## config.mk

```make
export PLATFORM = sky130hd
export DESIGN_NAME = uart_tx_wr_arb
export DESIGN_NICKNAME = d
export VERILOG_FILES = /design/src/rtl/uart_tx_wr_arb_pkg.sv /design/src/rtl/uart_tx_wr_rr_arb.sv /design/src/rtl/uart_tx_wr_arb.sv
export SDC_FILE = /design/constraint.sdc
export NUM_CORES = 1
export LEC_CHECK = 0
export CAP_MARGIN = 10
export CORE_UTILIZATION = 45
export CTS_BUF_LIST = sky130_fd_sc_hd__clkbuf_4 sky130_fd_sc_hd__clkbuf_8
export DETAILED_ROUTE_END_ITERATION = 10
export GPL_TIMING_DRIVEN = 0
export PLACE_DENSITY = 0.94
export SLEW_MARGIN = 20
export SYNTH_ARGS = -nofsm -noshare
export SYNTH_HDL_FRONTEND = slang
export SYNTH_SLANG_ARGS = --single-unit
export TNS_END_PERCENT = 10
```

## constraint.sdc

```tcl
create_clock -name i_uart_tx_wr_arb_clk -period 1.7 [get_ports i_uart_tx_wr_arb_clk]
set_input_delay 0.255 -clock i_uart_tx_wr_arb_clk [delete_from_list [all_inputs] [get_ports i_uart_tx_wr_arb_clk]]
set_output_delay 0.255 -clock i_uart_tx_wr_arb_clk [all_outputs]
set_load 0.02 [all_outputs]
```

## src/rtl/uart_tx_wr_arb_pkg.sv

```systemverilog
// -----------------------------------------------------------------------------
// uart_tx_wr_arb_pkg
// Shared definitions for the two-requester UART TX FIFO write arbiter:
//   - FSM state encoding (IDLE/WRITE/GAP/DONE)
//   - requester size encodings and the size-to-byte-count mapping
//   - TIMEOUT_CYCLES, used only when UART_TX_WR_ARB_TIMEOUT_EN is defined
// -----------------------------------------------------------------------------
package uart_tx_wr_arb_pkg;

    localparam logic [1:0] ST_IDLE  = 2'b00;
    localparam logic [1:0] ST_WRITE = 2'b01;
    localparam logic [1:0] ST_GAP   = 2'b10;
    localparam logic [1:0] ST_DONE  = 2'b11;

    localparam logic [1:0] SIZE_1B     = 2'b00;
    localparam logic [1:0] SIZE_2B     = 2'b01;
    localparam logic [1:0] SIZE_4B     = 2'b10;
    localparam logic [1:0] SIZE_4B_ALT = 2'b11;

    // Consecutive stalled WRITE cycles tolerated before a transfer is aborted.
    localparam int unsigned TIMEOUT_CYCLES = 65535;

    // Number of bytes to send for a requester size code.
    function automatic logic [2:0] size_to_bytes(input logic [1:0] size);
        logic [2:0] n;
        case (size)
            SIZE_1B: n = 3'd1;
            SIZE_2B: n = 3'd2;
            default: n = 3'd4;
        endcase
        return n;
    endfunction

endpackage

```

## src/rtl/uart_tx_wr_rr_arb.sv

```systemverilog
// -----------------------------------------------------------------------------
// uart_tx_wr_rr_arb
// Two-way round-robin grant with its last_grant history register.
// Ports:
//   i_rr_clk      clock
//   i_rr_rst      synchronous active-high reset (last_grant -> 1, so
//                 requester 0 wins the first tie)
//   i_rr_valid    per-requester request
//   i_rr_advance  strobe: the current grant has been taken, remember it
//   o_rr_grant    index of the requester that wins this cycle
// -----------------------------------------------------------------------------
module uart_tx_wr_rr_arb (
    input  logic       i_rr_clk,
    input  logic       i_rr_rst,
    input  logic [1:0] i_rr_valid,
    input  logic       i_rr_advance,
    output logic       o_rr_grant
);

    logic last_grant_q;

    // A lone requester always wins; on a tie the one not served last wins.
    always_comb begin
        if (i_rr_valid == 2'b11) begin
            o_rr_grant = ~last_grant_q;
        end else begin
            o_rr_grant = i_rr_valid[1];
        end
    end

    always_ff @(posedge i_rr_clk) begin
        if (i_rr_rst) begin
            last_grant_q <= 1'b1;
        end else if (i_rr_advance) begin
            last_grant_q <= o_rr_grant;
        end
    end

endmodule

```

## src/rtl/uart_tx_wr_arb.sv

```systemverilog
// -----------------------------------------------------------------------------
// uart_tx_wr_arb
// Arbitrates two requesters onto a byte-wide UART TX FIFO write port. A granted
// word of 1, 2 or 4 bytes is written little-endian, one byte every other cycle
// (WRITE then GAP) so the registered FIFO full flag always reflects the
// previous write before the next one is attempted.
//
// Handshake: a requester raises valid[i] with data/size stable and holds it
// until it sees a one-cycle done[i]; data, size and valid are only sampled in
// the IDLE cycle in which the grant is taken. A requester that keeps valid
// high through the IDLE cycle after done is accepted again.
//
// Ports:
//   i_uart_tx_wr_arb_clk / _rst     clock, synchronous active-high reset
//   i_uart_tx_wr_arb_valid[1:0]     per-requester request
//   i_uart_tx_wr_arb_data0/1        requester words, byte 0 = bits [7:0]
//   i_uart_tx_wr_arb_size0/1        00=1 byte, 01=2 bytes, 1x=4 bytes
//   o_uart_tx_wr_arb_done[1:0]      completion pulse for the granted requester
//   o_uart_tx_wr_arb_err[1:0]       timeout abort flag, qualified by done
//   o_uart_tx_wr_arb_busy           state != IDLE
//   i_uart_tx_wr_arb_fifo_full      registered TX FIFO full flag
//   o_uart_tx_wr_arb_fifo_winc      FIFO write strobe
//   o_uart_tx_wr_arb_fifo_wdata     FIFO write byte
//   o_uart_tx_wr_arb_state          FSM state, for debug/checkers
//
// Build option: define UART_TX_WR_ARB_TIMEOUT_EN to abort a transfer after
// TIMEOUT_CYCLES consecutive stalled WRITE cycles (done+err). Without it the
// arbiter waits on full indefinitely and err is tied low.
// -----------------------------------------------------------------------------
module uart_tx_wr_arb
    import uart_tx_wr_arb_pkg::*;
#(
    parameter int DATA_WIDTH = 32,
    parameter int BYTE_WIDTH = 8
) (
    input  logic                  i_uart_tx_wr_arb_clk,
    input  logic                  i_uart_tx_wr_arb_rst,
    input  logic [1:0]            i_uart_tx_wr_arb_valid,
    input  logic [DATA_WIDTH-1:0] i_uart_tx_wr_arb_data0,
    input  logic [DATA_WIDTH-1:0] i_uart_tx_wr_arb_data1,
    input  logic [1:0]            i_uart_tx_wr_arb_size0,
    input  logic [1:0]            i_uart_tx_wr_arb_size1,
    output logic [1:0]            o_uart_tx_wr_arb_done,
    output logic [1:0]            o_uart_tx_wr_arb_err,
    output logic                  o_uart_tx_wr_arb_busy,
    input  logic                  i_uart_tx_wr_arb_fifo_full,
    output logic                  o_uart_tx_wr_arb_fifo_winc,
    output logic [BYTE_WIDTH-1:0] o_uart_tx_wr_arb_fifo_wdata,
    output logic [1:0]            o_uart_tx_wr_arb_state
);

    logic [1:0]            state_q;
    logic [1:0]            state_d;
    logic [2:0]            cnt_q;
    logic [DATA_WIDTH-1:0] shreg_q;
    logic                  grant_q;
    logic                  rr_grant;
    logic                  accept;
    logic                  write_fire;
    logic                  to_hit;
    logic [1:0]            grant_onehot;

    assign accept     = (state_q == ST_IDLE) && (|i_uart_tx_wr_arb_valid);
    assign write_fire = (state_q == ST_WRITE) && !i_uart_tx_wr_arb_fifo_full;

    // History is advanced at grant time: last_grant is only consulted in
    // IDLE, so updating it here is indistinguishable from updating in DONE.
    uart_tx_wr_rr_arb u_rr_arb (
        .i_rr_clk     (i_uart_tx_wr_arb_clk),
        .i_rr_rst     (i_uart_tx_wr_arb_rst),
        .i_rr_valid   (i_uart_tx_wr_arb_valid),
        .i_rr_advance (accept),
        .o_rr_grant   (rr_grant)
    );

`ifdef UART_TX_WR_ARB_TIMEOUT_EN
    logic [15:0] to_cnt_q;
    logic        err_q;

    // The final stalled cycle that completes the run triggers the abort.
    assign to_hit = (state_q == ST_WRITE) && i_uart_tx_wr_arb_fifo_full &&
                    (to_cnt_q == 16'(TIMEOUT_CYCLES - 1));

    always_ff @(posedge i_uart_tx_wr_arb_clk) begin
        if (i_uart_tx_wr_arb_rst) begin
            to_cnt_q <= '0;
            err_q    <= 1'b0;
        end else begin
            if ((state_d == ST_WRITE) && (state_q != ST_WRITE)) begin
                to_cnt_q <= '0;
            end else if (write_fire) begin
                to_cnt_q <= '0;
            end else if (state_q == ST_WRITE) begin
                to_cnt_q <= to_cnt_q + 16'd1;
            end
            if (accept) begin
                err_q <= 1'b0;
            end else if (to_hit) begin
                err_q <= 1'b1;
            end
        end
    end
`else
    assign to_hit = 1'b0;
`endif

    always_comb begin
        state_d = state_q;
        case (state_q)
            ST_IDLE:  if (accept) state_d = ST_WRITE;
            ST_WRITE: begin
                if (to_hit) begin
                    state_d = ST_DONE;
                end else if (write_fire) begin
                    state_d = (cnt_q == 3'd1) ? ST_DONE : ST_GAP;
                end
            end
            ST_GAP:   state_d = ST_WRITE;
            default:  state_d = ST_IDLE;
        endcase
    end

    always_ff @(posedge i_uart_tx_wr_arb_clk) begin
        if (i_uart_tx_wr_arb_rst) begin
            state_q <= ST_IDLE;
            cnt_q   <= '0;
            shreg_q <= '0;
            grant_q <= 1'b0;
        end else begin
            state_q <= state_d;
            if (accept) begin
                grant_q <= rr_grant;
                shreg_q <= rr_grant ? i_uart_tx_wr_arb_data1 : i_uart_tx_wr_arb_data0;
                cnt_q   <= size_to_bytes(rr_grant ? i_uart_tx_wr_arb_size1
                                                  : i_uart_tx_wr_arb_size0);
            end else if (to_hit) begin
                // Abort: unsent bytes are dropped.
                cnt_q   <= '0;
                shreg_q <= '0;
            end else if (write_fire) begin
                shreg_q <= shreg_q >> BYTE_WIDTH;
                cnt_q   <= cnt_q - 3'd1;
            end
        end
    end

    assign grant_onehot = grant_q ? 2'b10 : 2'b01;

    assign o_uart_tx_wr_arb_fifo_winc  = write_fire;
    assign o_uart_tx_wr_arb_fifo_wdata = (state_q == ST_WRITE) ? shreg_q[BYTE_WIDTH-1:0] : '0;
    assign o_uart_tx_wr_arb_done       = (state_q == ST_DONE) ? grant_onehot : 2'b00;
    assign o_uart_tx_wr_arb_busy       = (state_q != ST_IDLE);
    assign o_uart_tx_wr_arb_state      = state_q;

`ifdef UART_TX_WR_ARB_TIMEOUT_EN
    assign o_uart_tx_wr_arb_err = ((state_q == ST_DONE) && err_q) ? grant_onehot : 2'b00;
`else
    assign o_uart_tx_wr_arb_err = 2'b00;
`endif

endmodule

```

# After elaboration in Yosys (flattened, before gate mapping)
# Index checks and enable logic that the tools add are counted.
[op_classes]
mux = 15
multipliers = 0
n_reduce_logical = 9
shift = 0
div = 0
n_bitwise = 1
order_cmp = 0
n_eq_ne = 8
n_addsub = 1
[op_table]
columns = ["operator", "n"]
rows = [
  ["32-bit 2-to-1 mux", 3],
  ["2-bit 2-to-1 mux", 5],
  ["8-bit 2-to-1 mux", 1],
  ["2-bit equality test, second input constant", 3],
  ["3-bit 2-to-1 mux", 2],
  ["2-bit one-hot mux with 3 select lines", 1],
  ["3-bit one-hot mux with 2 select lines", 1],
  ["2-bit by 1-bit equality test with 1-bit output, second input constant", 2],
  ["2-bit logical NOT", 2],
  ["2-bit != test, second input constant", 2],
  ["2-bit nonzero test", 2],
  ["3-bit by 1-bit equality test with 1-bit output, second input constant", 1],
  ["3-bit by 1-bit subtractor with 3-bit output, second input constant", 1],
  ["1-bit logical AND", 2],
  ["1-bit 2-to-1 mux", 2],
  ["2-bit AND reduction", 1],
  ["2-bit OR reduction", 1],
  ["1-bit logical NOT", 1],
  ["1-bit NOT", 1],
]
[word_totals]
latch_bits = 0
rom_bits = 0
ff_bits = 39
mem_bits_rw = 0
n_memories = 0
out_inout_bits = 16

# Depth between registers and ports, before layout
[depth]
word_depth = 6
depth_mapped = 6

# Modules after synthesis
# From an unflattened synthesis, not the netlist that was laid out.
[hier_totals]
hier_cells = 246
area_unflattened_um2 = 2185.8
[modules_own_cells]
columns = ["module", "area_per_inst_um2", "seq_area_each_um2", "cells_per_inst", "n_inst"]
rows = [
  ["uart_tx_wr_arb", 2143.3, 760.7, 242, 1],
  ["uart_tx_wr_rr_arb", 42.5, 20.0, 4, 1],
]

# Worst setup path after synthesis
# Ideal clock, no wire load.
[synth_path]
path_kind = "register -> output"
start = "register state_q[1], in the netlist o_uart_tx_wr_arb_state[1]"
end = "output port o_uart_tx_wr_arb_done[0]"
t_required_ps = 1445
slack_ps = 144
n_path_buf = 2
path_stages_with_launch = 5
arrival_time_ps = 1301
path_cell_list = "dfxtp_1 -> buf_2 -> buf_1 -> nand2_1 -> nor2_1"
[synth_between]
elab_chain_cells = 2
[synth_lines]
columns = ["element", "line_no", "source"]
rows = [
  ["start, declared", "uart_tx_wr_arb.sv:52", "logic [1:0] state_q;"],
  ["start signal, assigned", "uart_tx_wr_arb.sv:130", "state_q <= state_d;"],
  ["2-bit equality test", "uart_tx_wr_arb.sv:151", "assign o_uart_tx_wr_arb_done = (state_q == ST_DONE) ? grant_onehot : 2'b00;"],
  ["2-bit 2-to-1 mux", "uart_tx_wr_arb.sv:151", ""],
  ["end, declared", "uart_tx_wr_arb.sv:43", "output logic [1:0] o_uart_tx_wr_arb_done,"],
]
# No other way between the ends.

# Final worst setup path
[layout_path]
start = "register state_q[1], in the netlist o_uart_tx_wr_arb_state[1]"
end = "output port o_uart_tx_wr_arb_busy"
[layout_between]
elab_chain_cells = 1
[layout_lines]
columns = ["element", "line_no", "source"]
rows = [
  ["2-bit nonzero test", "uart_tx_wr_arb.sv:152", "assign o_uart_tx_wr_arb_busy = (state_q != ST_IDLE);"],
  ["end, declared", "uart_tx_wr_arb.sv:45", "output logic o_uart_tx_wr_arb_busy,"],
]
# No other way between the ends.

==> results.sh <==
export IMPL_powerDensity_mw_per_mm2=801.3
export IMPL_die_w_um=72.57
export IMPL_endpoint_kind="output port"
export IMPL_synth_common_cells="a21oi_1, dfxtp_1, a21o_1, o32ai_1, a211oi_1"
export IMPL_min_path_cells=1
export IMPL_synthesis_area_mm2=0.002241
export IMPL_syn_to_final_growth_pct=47.85
export IMPL_synth_top_cell_area_share=0.3484
export IMPL_via_count=2448
export IMPL_fin_crit_ps=1659
export IMPL_synth_area_leader_cell="dfxtp_1"
export IMPL_fp_dieH_um=72.57
export IMPL_grt_pass1_wl_um=11180
export IMPL_clk_path_buf_depth=2
export IMPL_ys_seq_area_frac=0.3484
export IMPL_antenna_found_initial=0
export IMPL_p_seq_frac=0.407
export IMPL_p_leak_nw=1.413
export IMPL_crit_arrival_ps=1400
export IMPL_p_comb_frac=0.310
export IMPL_switching_power_mw=0.7721
export IMPL_grt_ovfl_total=0
export IMPL_hpwl_um=5191
export IMPL_drtIter0Drc=149
export IMPL_crit_path_max_incr_delay_ps=330
export IMPL_cts_reportedPaths_clkPinSlew_ps=70
export IMPL_initial_core_util=0.4713
export IMPL_synth_top_family_by_area="compound AO/OA/AOI/OAI gates"
export IMPL_grt_max_degree=12
export IMPL_synth_seq_cells=39
export IMPL_ant_nets=0
export IMPL_outcome="finished clean"
export IMPL_synth_adder_area_share=0.01117
export IMPL_core_mm2=0.004755
export IMPL_cp_top_family="buffers and inverters"
export IMPL_p_int_mw=1.883
export IMPL_final_cells=418
export IMPL_insertion_delay_ps=290
export IMPL_synth_cells=257
export IMPL_finalSetupViolCount=0
export IMPL_regArea_um2=782.0
export IMPL_pin_count=89
export IMPL_utilization=0.6968
export IMPL_synth_area_leaders="dfxtp_1, o32ai_1, a21oi_1, a21o_1, a211oi_1"
export IMPL_post_cts_buffers=0
export IMPL_fillers=400
export IMPL_final_nets=426
export IMPL_yosys_area_share_simple=0.1011
export IMPL_sw_frac_of_total=0.2908
export IMPL_cp_required_ps=1440
export IMPL_cts_htree_levels=2
export IMPL_ctsHoldBuffers=0
export IMPL_yosys_area_share_xor_xnor=0.003908
export IMPL_maxCapViolCount=0
export IMPL_path_cells="buf_4 -> nor2_4 -> inv_1 -> dlygate4sd2_1"
export IMPL_layout_drive_gt1_share=0.1681
export IMPL_period_share=0.9758
export IMPL_power_share_clock=0.283
export IMPL_grt_pass1_vias=2441
export IMPL_portBuffers=86
export IMPL_finalWirelength_um=6991
export IMPL_path_buf_inv=3
export IMPL_skew_ps=5.913
export IMPL_gp_congestion=0.8328
export IMPL_cts_made_buffers=5
export IMPL_critPathKind="register to output port"
export IMPL_wl_per_cell_um=16.72
export IMPL_ctsResizeCount=48
export IMPL_critPathSlowestCell="dlygate4sd2_1"
export IMPL_ir_worst_vdd_uv=451.2
export IMPL_slew_viol_final=0
export IMPL_dp_cells=411
export IMPL_synth_edff_count=0
export IMPL_cts_tree="done"
export IMPL_multiInputGateArea_mm2=0.001299
export IMPL_ys_async_sr_fraction=0
export IMPL_postSynthAreaPerCell_um2=8.719
export IMPL_synth_area_mux_share=0.009492
export IMPL_dpl_worst_slack_ps=-469.7
export IMPL_worst_setup_path_start_kind="register"
export IMPL_clock_root_buffer="clkbuf_8"
export IMPL_drcViolationCount=0
export IMPL_worstHoldPathType="register to register"
export IMPL_drt_pre_antenna_iters=4
export IMPL_diodes=0
export IMPL_ys_flop_type="dfxtp_1"
export IMPL_synth_compound_area_frac=0.4377
export IMPL_rows=25
export IMPL_die_area_mm2=0.005266
export IMPL_rsz0062_at_grt="yes"
export IMPL_reg2reg_depth=6
export IMPL_worst_path_stages=4
export IMPL_setup_ws_ps=41.18
export IMPL_grtUsageTotal=0.2765
export IMPL_max_freq_mhz=602.8
export IMPL_hold_viol=0
export IMPL_yosysWarnings=0
export IMPL_avgViaCountPerCell=5.856
export IMPL_tns_ps=0
export IMPL_yosysUniqueCellTypes=42
export IMPL_cts_sinks=39
export IMPL_crit_fanout=9
[sequential cells by signal, indices dropped and copies added, names as in the netlist]
register                cells
cnt_q                       3
grant_q                     1
o_uart_tx_wr_arb_state      2
shreg_q                    32
u_rr_arb.last_grant_q       1
[placed cells by master, fill, tap and decap left out, types with 9 or more instances in the layout]
cell type / count
a21o_1: 24
buf_2: 20
a211oi_1: 19
and2_1: 16
nand2_1: 12
buf_4: 9
o32ai_1: 23
dfxtp_1: 38
a21oi_1: 39
clkdlybuf4s50_1: 72
[stage by stage]
step           power [mW]  hold WS (ps)  cell area [um2]
2_1_floorplan       1.555         334.0             2245
3_3_place_gp        1.867         424.2             3189
3_5_place_dp        1.901         433.3             3189
4_1_cts             2.646         448.7             3352
5_1_grt             2.769         460.7             3313
6_report            2.655         445.2             3313
[logic make-up (layout without fill, tap and decap cells)]
| group | Yosys count | in the layout |
|---|---|---|
| AO/OA/AOI/OAI | 134 | 134 |
| flip-flops | 39 | 39 |
| buffers and inverters | 36 | 129 |
| AND/OR/NAND/NOR | 42 | 42 |
| adder cells (fa/ha/maj) | 2 | 2 |
| multiplexers | 2 | 2 |
| other | 1 | 2 |
| XOR/XNOR | 1 | 1 |
[power by group through the flow]
stage	Combinational (mW)	Sequential [mW]	Clock [mW]
6_report	0.822	1.08	0.751
3_3_place_gp	0.775	1.09	0
5_1_grt	0.889	1.09	0.788
3_5_place_dp	0.801	1.10	0
2_1_floorplan	0.470	1.08	0
4_1_cts	0.817	1.08	0.751
[per-layer routing]
layer | wire length, um | part of all wire | global-route usage | vias up
li1 | - | - | - | 1182
met1 | 2860 | 0.41 | 0.3184 | 1138
met2 | 3463 | 0.50 | 0.5016 | 111
met3 | 517 | 0.074 | 0.03889 | 17
met4 | 150 | 0.021 | 0.1307 | 0
met5 | 0 | 0 | 0 | -
[path summary, 6_finish.rpt]
kind                            to                      start  slack (ps)
min reg2reg             shreg_q[2]                 shreg_q[2]         450
max          o_uart_tx_wr_arb_busy  o_uart_tx_wr_arb_state[1]          40
max reg2reg            shreg_q[14]      u_rr_arb.last_grant_q         130
min                     shreg_q[2]                 shreg_q[2]         450
[cell type report]
type                    count  share of cell area
clock buffers               6             0.02304
clock inverters             1            0.009063
multi-input cells         183              0.3920
repair buffers             86              0.2470
well taps                  67             0.02530
flip-flops and latches     39              0.2360
inverters                   6            0.006798
plain buffers              30             0.06080
[worst reg2reg max path: cells and delay by family, from the launching register on]
family / cells / cell delay (ps)
AOI/OAI and AO/OA: 4 / 730
DFF: 1 / 410
buffers and inverters: 2 / 390
(Power assumes the default switching activity.)
